$ cat config.mk
export PLATFORM = sky130hd
export DESIGN_NAME = dmem_rmw
export DESIGN_NICKNAME = d
export VERILOG_FILES = /design/src/rtl/dmem_rmw.sv
export SDC_FILE = /design/constraint.sdc
export NUM_CORES = 1
export LEC_CHECK = 0
export ABC_AREA = 1
export ABC_CLOCK_PERIOD_IN_PS = 2120
export BUFFER_PORTS_ARGS = -buffer_cell sky130_fd_sc_hd__clkbuf_2
export CAP_MARGIN = 10
export CORE_MARGIN = 2
export CORE_UTILIZATION = 43
export DETAILED_ROUTE_END_ITERATION = 10
export PLACE_DENSITY_LB_ADDON = 0.05
export SYNTH_ARGS = -nofsm -noshare
export SYNTH_HDL_FRONTEND = slang
export SYNTH_SLANG_ARGS = --single-unit
$ cat constraint.sdc
create_clock -name clk -period 2.12 [get_ports clk]
set_input_delay 0.212 -clock clk [delete_from_list [all_inputs] [get_ports clk]]
set_output_delay 0.212 -clock clk [all_outputs]
set_load 0.005 [all_outputs]
$ cat src/rtl/dmem_rmw.sv
// Load/store front end: turns byte/half/word accesses into whole-word memory accesses
// (read-modify-write for sub-word stores). Optional: DMEM_MISALIGN_CHECK_EN.
module dmem_rmw #(
  parameter int unsigned WORD_LEN = 32
) (
  input  logic                clk,
  input  logic                rst,
  input  logic                req_valid,
  output logic                req_ready,
  input  logic                req_wen,
  input  logic [2:0]          req_funct3,
  input  logic [WORD_LEN-1:0] req_addr,
  input  logic [WORD_LEN-1:0] req_wdata,
  output logic                resp_valid,
  output logic [WORD_LEN-1:0] resp_rdata,
  output logic                resp_err,
  output logic [WORD_LEN-1:0] mem_addr,
  output logic                mem_wen,
  output logic [WORD_LEN-1:0] mem_wdata,
  input  logic [WORD_LEN-1:0] mem_rdata
);

  typedef enum logic [1:0] {StIdle, StLd, StMrg} state_e;

  state_e              state_q, state_d;
  logic [1:0]          off_q, off_d;
  logic [2:0]          f3_q, f3_d;
  logic [WORD_LEN-1:0] wdata_q, wdata_d;
  logic [WORD_LEN-3:0] waddr_q, waddr_d;
  logic                resp_valid_d, resp_err_d;
  logic [WORD_LEN-1:0] resp_rdata_d;

  logic                accept, illegal, req_err;
  logic [1:0]          req_off;
  logic [7:0]          ld_byte;
  logic [15:0]         ld_half;
  logic [WORD_LEN-1:0] ld_data, mrg_data;

  assign accept = req_valid && req_ready;

  // Request decode: legality and the effective byte offset within the word.
  always_comb begin
    unique case (req_funct3)
      3'b000, 3'b001, 3'b010: illegal = 1'b0;
      3'b100, 3'b101:         illegal = req_wen;
      default:                illegal = 1'b1;
    endcase
    req_off = req_addr[1:0];
`ifdef DMEM_MISALIGN_CHECK_EN
    req_err = illegal
            || (req_funct3[1:0] == 2'b01 && req_addr[0])
            || (req_funct3[1:0] == 2'b10 && req_addr[1:0] != 2'b00);
`else
    req_err = illegal;
    if (req_funct3[1:0] == 2'b01) req_off[0] = 1'b0;
    if (req_funct3[1:0] == 2'b10) req_off = 2'b00;
`endif
  end

  // Load extraction and store merge against the word returned by memory.
  always_comb begin
    ld_byte = mem_rdata[{off_q, 3'b000} +: 8];
    ld_half = off_q[1] ? mem_rdata[31:16] : mem_rdata[15:0];
    unique case (f3_q)
      3'b000:  ld_data = {{24{ld_byte[7]}}, ld_byte};
      3'b001:  ld_data = {{16{ld_half[15]}}, ld_half};
      3'b100:  ld_data = {24'd0, ld_byte};
      3'b101:  ld_data = {16'd0, ld_half};
      default: ld_data = mem_rdata;
    endcase
    mrg_data = mem_rdata;
    if (f3_q[1:0] == 2'b00) mrg_data[{off_q, 3'b000} +: 8] = wdata_q[7:0];
    else                    mrg_data[{off_q[1], 4'b0000} +: 16] = wdata_q[15:0];
  end

  always_ff @(posedge clk) begin
    if (rst) begin
      state_q    <= StIdle;
      off_q      <= 2'b00;
      f3_q       <= 3'b000;
      wdata_q    <= '0;
      waddr_q    <= '0;
      resp_valid <= 1'b0;
      resp_err   <= 1'b0;
      resp_rdata <= '0;
    end else begin
      state_q    <= state_d;
      off_q      <= off_d;
      f3_q       <= f3_d;
      wdata_q    <= wdata_d;
      waddr_q    <= waddr_d;
      resp_valid <= resp_valid_d;
      resp_err   <= resp_err_d;
      resp_rdata <= resp_rdata_d;
    end
  end

  always_comb begin
    state_d      = state_q;
    off_d        = off_q;
    f3_d         = f3_q;
    wdata_d      = wdata_q;
    waddr_d      = waddr_q;
    resp_valid_d = 1'b0;
    resp_err_d   = 1'b0;
    resp_rdata_d = '0;
    unique case (state_q)
      StIdle: begin
        if (accept) begin
          off_d   = req_off;
          f3_d    = req_funct3;
          wdata_d = req_wdata;
          waddr_d = req_addr[WORD_LEN-1:2];
          if (req_err) begin
            resp_valid_d = 1'b1;
            resp_err_d   = 1'b1;
          end else if (!req_wen) begin
            state_d = StLd;
          end else if (req_funct3[1:0] == 2'b10) begin
            resp_valid_d = 1'b1;
          end else begin
            state_d = StMrg;
          end
        end
      end
      StLd: begin
        resp_valid_d = 1'b1;
        resp_rdata_d = ld_data;
        state_d      = StIdle;
      end
      StMrg: begin
        resp_valid_d = 1'b1;
        state_d      = StIdle;
      end
      default: state_d = StIdle;
    endcase
  end

  always_comb begin
    req_ready = (state_q == StIdle) && !rst;
    mem_addr  = (state_q == StIdle) ? {req_addr[WORD_LEN-1:2], 2'b00} : {waddr_q, 2'b00};
    mem_wen   = 1'b0;
    mem_wdata = req_wdata;
    unique case (state_q)
      StIdle: mem_wen = accept && req_wen && !req_err && req_funct3[1:0] == 2'b10;
      StMrg: begin
        mem_wen   = !rst;
        mem_wdata = mrg_data;
      end
      default: mem_wen = 1'b0;
    endcase
  end

endmodule

# --- Word-level counts from Yosys, hierarchy flattened ---
# Cells that the tools add are included.
op_classes:
  n_addsub: 2
  mul: 0
  div: 0
  magnitude_cmp: 0
  n_eq_ne: 12
  shift: 5
  n_mux: 19
  n_bitwise: 4
  reduce_logical: 19
ops:
  columns: ["operator", "n"]
  rows:
  - ["$pmux 32 s4", 1]
  - ["$mux 32", 3]
  - ["$bwmux 32", 2]
  - ["$shift 16x7->32 const A", 1]
  - ["$shift 8x7->32 const A", 1]
  - ["$shiftx 16x7->32", 1]
  - ["$shiftx 32x6->8", 1]
  - ["$shiftx 8x7->32", 1]
  - ["$mux 16", 1]
  - ["$neg 5->7", 2]
  - ["$eq 3x3->1 const B", 4]
  - ["$reduce_or 2->1", 4]
  - ["$eq 3x1->1 const B", 2]
  - ["$logic_not 3->1", 2]
  - ["$mux 1", 6]
  - ["$mux 2", 3]
  - ["$pmux 1 s2", 3]
  - ["$reduce_or 3->1", 2]
  - ["$logic_and 1x1->1", 5]
  - ["$eq 2x1->1 const B", 2]
  - ["$eq 2x2->1 const B", 2]
  - ["$logic_not 2->1", 2]
  - ["$not 1->1", 4]
  - ["$eq 3x2->1 const B", 1]
  - ["other kinds (4)", 5]
word_totals:
  register_bits: 87
  latch_bits: 0
  ramBits: 0
  mem_bits_ro: 0
  in_bits: 103
  out_inout_bits: 100
  elab_cells: 69
  memories: 0

# --- Longest topological paths before layout ---
depth:
  ltp_word: 7
  ltp_mapped: 10
  mapped_depth_nobuf: 8

# --- Least setup slack after synthesis ---
# No wires, ideal clock.
synth_path:
  path_kind: "flip-flop to output port"
  startpoint: "register off_q[1]"
  endpoint: "output mem_wdata[16]"
  t_arrival_ps: 1663
  required_ps: 1908
  slack_ps: 245
  path_stages_with_launch: 11
  path_buffers: 3
  path_cell_list: "dfxtp_1 > inv_2 > buf_2 > ha_1 > buf_2 > inv_2 > buf_2 > nand2_1 > o21ai_0 > nand2_1 > a21oi_1"
synth_via:
  elab_chain_len: 5
  word_cells_on_any_way: 10
  classes_between: "2 x add/sub; 4 x shift; 4 x mux"
synth_lines:
  columns: ["item", "line_no", "rtl"]
  rows:
  - ["from (decl)", "26", "logic [1:0] off_q, off_d;"]
  - ["from (signal assigned)", "79", "off_q <= 2'b00;"]
  - ["from (signal assigned)", "88", "off_q <= off_d;"]
  - ["$neg 5->7, on equally long branches", "73, 72", null]
  - ["$shiftx 16x7->32 (tied with other cells)", "73", "else mrg_data[{off_q[1], 4'b0000} +: 16] = wdata_q[15:0];"]
  - ["$bwmux 32, on equally long branches", "73, 72", null]
  - ["$mux 32 *", "72", "if (f3_q[1:0] == 2'b00) mrg_data[{off_q, 3'b000} +: 8] = wdata_q[7:0];"]
  - ["$mux 32 *", "144", "unique case (state_q)"]
  - ["to (decl)", "19", "output logic [WORD_LEN-1:0] mem_wdata,"]
# Every way passes the cells marked *; elsewhere a longest branch is shown, timed or not.

# --- Worst setup path in the final report ---
layout_path:
  startpoint: "register off_q[1]"
  endpoint: "output mem_wdata[24]"
# Same word-level chain as after synthesis.

==> metrics.sh <==
FIN_WORST_SKEW_NS=0.00869
DRC_ERRORS=0
R2R-START='off_q[1]'
POST_LAYOUT_NONFILLER_INSTANCES=1253
GRT_SETUP_UNREPAIRED='yes'
POWER.CLOCK.FRACTION_PCT=35.7
NUMBER_OF_ANTENNA_VIOLATING_NETS_IN_THE_ROUTED_DESIGN=0
SYNTHESIS.AREA_PER_INSTANCE_UM2=6.05
POST_SYNTH_INSTANCE_AREA_UM2=5480
LEAKAGEPOWER_nW=3.55
PLACE.PORT_BUFFERS=200
FIN_NETS=1188
GRT_FIRST_PASS_WIRELENGTH_UM=27000
POST-SYNTH-TOP-AREA-CELL='sky130_fd_sc_hd__dfxtp_1'
MAX_FREQ_MHz=495
GRT_MOST_USED_LAYER='met2'
POSTSYNTH.ASYNCRESETSHARE_PCT=0
PLACEABLECOREAREA_UM2=12500
REG2REGPATHDEPTH=9
HOLD_CLASS='in2reg'
NUM_VIAS=6343
SYNTH_CELLS=906
GR-USAGE-MET2_PCT=41.8
WORST_SLEW_PIN_SLEW_NS=0.617
HOLD_VIOL_FINAL=0
FLOORPLAN.DIE.WIDTH_UM=117
NUMBER_OF_DIODES_ADDED_FOR_ANTENNA_FIXING=0
GLOBALROUTEOVERFLOWTOTAL=0
SYNTHTOPCELLSBYAREA='sky130_fd_sc_hd__dfxtp_1 32%, sky130_fd_sc_hd__o21ai_0 15%, sky130_fd_sc_hd__nand2_1 14%'
HTREE_NUM_LEVELS=3
SETUP_TOTAL_NEGATIVE_SLACK_NS=0
FINAL_PERIOD_MINUS_WORST_SETUP_SLACK_NS=2.02
CRITPATHCAPTURETYPE='output port'
SW_FRAC_OF_TOTAL_PCT=30.9
TIMING.RR.END='resp_rdata[22]'
SYNTH_ENABLE_FLOP_CELLS=0
CTS_BUFFERS=9
CELLPOWERDENSITY_nW_PER_UM2=636
OUTCOME='completed'
TIMING_MAX_TRANSITION_VIOLATIONS_FINAL=0
WORST-ENDPOINT-REQUIRED_NS=1.91
POST_SYNTH_NUM_CELL_TYPES=30
WORSTHOLDENDPOINT='off_q[1]'
MET3_USAGE_PCT=5.25
FIN_AREA_UM2=7020
INITIAL_CORE_UTIL_PCT=43.8
WL_PER_CELL_UM=14.0
DR.PASS1.ITERS=5
WORSTSETUPSTARTPOINT='off_q[1]'
SYNTH_SEQ_CELLS=87
DP.FINAL_HPWL_UM=12900
REGTOREGSETUPSLACK_NS=0.32
DETAIL_ROUTE.VIAS_PER_CELL=5.06
GRTUSAGETOTAL_PCT=25.4
WHS_PATH_DEPTH=2
CRITPATHLAUNCHTYPE='flip-flop'
DESIGN.PORTCOUNT=203
PLACE_CONGESTION=0.974
ROUTED_WIRELENGTH_UM=17600
ROW_COUNT=41
GLOBAL_ROUTE.USAGE.MET1_PCT=32.2
FIRST_GLOBAL_VIAS=5488
CTS_BUFFER_DEPTH=2
HOLD_WS_NS=0.0976
SHARE_SEQ_OF_TOTAL_POWER_PCT=39.8
CLK_LATENCY_NS=0.35
PERIOD_SHARE_PCT=95.3
COMB_POWER_SHARE_PCT=24.5
GRT_MAX_DEGREE=101
PLACED_CELLS_INCL_TAPS=1231
YOSYS.CELL_COUNT.TOP_TYPE='sky130_fd_sc_hd__nand2_1'
SETUP.WORST_PATH.CLASS='reg2out'
POWER.IR.VDD_WORST_mV=0.394
YS_WARN_COUNT=0
ARRIVAL_NS=1.81
CTSHOLDBUFFERS=0
ANTENNA_VIOLATIONS_BEFORE_REPAIR=0
CLK_TRANSITION_REPORTED_PATHS_NS=0.06
CP_MAX_FO=8
FIRST_ITER_VIOLATIONS=364
CTS_TREE='done'
DESIGN.DIE.AREA_UM2=13700
SYNTH_LARGEST_TYPE_AREA_FRACTION_PCT=31.8
YS_SEQ_AREA_SHARE_PCT=31.8
POSTPLACECELLAREA_UM2=6540
DRIVE_GT1_SHARE_PCT=24.6
MAX_CAP_VIOLATIONS=0
POST-ROUTE-WORST-SETUP-SLACK_NS=0.0999
CTS_NUM_SINKS=87
INTERNAL-POWER_W=0.00309
SYN_TO_FINAL_GROWTH_PCT=28.0
HOLD_START='rst'
DIEHEIGHT_UM=117
SYNTH-MAIN-FF-CELL='sky130_fd_sc_hd__dfxtp_1'
ROOT_BUFFER='sky130_fd_sc_hd__clkbuf_16'
P_SWITCHING_W=0.00138
YS_TOP_CELLS_BY_COUNT='204 x sky130_fd_sc_hd__nand2_1, 168 x sky130_fd_sc_hd__o21ai_0, 109 x sky130_fd_sc_hd__inv_1, 87 x sky130_fd_sc_hd__dfxtp_1, 85 x sky130_fd_sc_hd__a21oi_1'
SETUP_VIOL=0
DETAILEDPLACE.WORSTSLACK_NS=0.171
MAX_SLEW_MARGIN_PCT=58.8
timing repair:
action | 4_1_cts | 5_1_grt
setup buffers | 0 | 5
pin swaps | 0 | 5
gates resized for setup | 9 | 24
endpoints found under the setup margin | 32 | 32
cloned | 0 | 1
power by group through the flow:
stage / clock network (W) / registers [W] / logic [W]
final: 0.00159 / 0.00178 / 0.00110
after global routing: 0.00170 / 0.00178 / 0.00124
after CTS: 0.00163 / 0.00177 / 0.00106
after detailed placement: 0 / 0.00181 / 0.00105
after global placement: 0 / 0.00181 / 0.00105
after floorplan: 0 / 0.00180 / 0.000658
routing by layer:
| metal | up-vias | wire, um |
|---|---|---|
| met3 | 36 | 1260 |
| li1 | 3275 | - |
| met2 | 223 | 8280 |
| met1 | 2809 | 7570 |
| met4 | 0 | 494 |
| met5 | - | 0 |
cells in the final DEF, fill, tap and decap left out, types with 2 or more instances in the layout:
master                      Yosys  layout
sky130_fd_sc_hd__clkbuf_2       4     200
sky130_fd_sc_hd__ha_2           0       3
sky130_fd_sc_hd__ha_4           0       3
sky130_fd_sc_hd__nor2_4         1       2
sky130_fd_sc_hd__nand2_2        3       5
sky130_fd_sc_hd__ha_1           9       3
sky130_fd_sc_hd__buf_4          8      15
sky130_fd_sc_hd__buf_6          1       2
sky130_fd_sc_hd__inv_2          5       5
sky130_fd_sc_hd__nand4_1       10      10
sky130_fd_sc_hd__nand2_1      204     201
sky130_fd_sc_hd__o22ai_1       15      14
sky130_fd_sc_hd__clkbuf_16      0      10
sky130_fd_sc_hd__nor2_1        75      74
sky130_fd_sc_hd__nand2_4        1       2
sky130_fd_sc_hd__dfxtp_1       87      85
sky130_fd_sc_hd__buf_12         0       3
sky130_fd_sc_hd__clkbuf_1      26       3
sky130_fd_sc_hd__conb_1         1       2
sky130_fd_sc_hd__o21ai_1       22      22
sky130_fd_sc_hd__nand3_1       39      38
sky130_fd_sc_hd__o21ai_0      168     167
sky130_fd_sc_hd__a21oi_1       85      85
sky130_fd_sc_hd__inv_1        109     107
registers in the layout (all words and copies together), names as in the netlist:
register	flops
resp_err	1
wdata_q	16
state_q	2
f3_q	3
waddr_q	30
resp_valid	1
off_q	2
resp_rdata	32
worst max-delay path by stage:
stage,to,cells past startpoint,slack (ns)
6_report,mem_wdata[24],8,0.1
2_1_floorplan,mem_wdata[16],10,0.25
4_1_cts,mem_wdata[15],8,0.006
3_5_place_dp,mem_wdata[14],7,0.17
3_3_place_gp,mem_wdata[8],7,0.13
5_1_grt,mem_wdata[20],7,-0.002
worst max-delay path: stages, from the launching register on:
cell	delay, ns
sky130_fd_sc_hd__dfxtp_4	0.38
sky130_fd_sc_hd__inv_4	0.06
sky130_fd_sc_hd__ha_4	0.26
sky130_fd_sc_hd__inv_1	0.11
sky130_fd_sc_hd__nand2_4	0.10
sky130_fd_sc_hd__o22ai_1	0.14
sky130_fd_sc_hd__nor2_1	0.07
sky130_fd_sc_hd__o21ai_1	0.19
sky130_fd_sc_hd__clkbuf_2	0.15
layout make-up:
class	count	area, um2
clock buffers	13	250
clock inverters	3	42.5
fillers	1396	5500
flip-flops and latches	87	1750
repair buffers	222	1240
inverters	115	444
well taps	172	215
multi-input cells	641	3080
through the flow:
step,utilization [%],power (W)
detailed placement,52.3,0.00286
global route,56.1,0.00473
floorplan,-,0.00246
finish,56.1,0.00447
global placement,52.3,0.00286
CTS,54.9,0.00446
cell families after synthesis:
logic type                 share of synthesized area [%]
DFF                                                 31.8
buffers and inverters                               13.6
AOI/OAI and AO/OA                                   27.2
and+or+nand+nor                                     25.3
adders and majority gates                           2.05
other                                             0.0684
No activity file was read; power rests on OpenSTA's default activity.
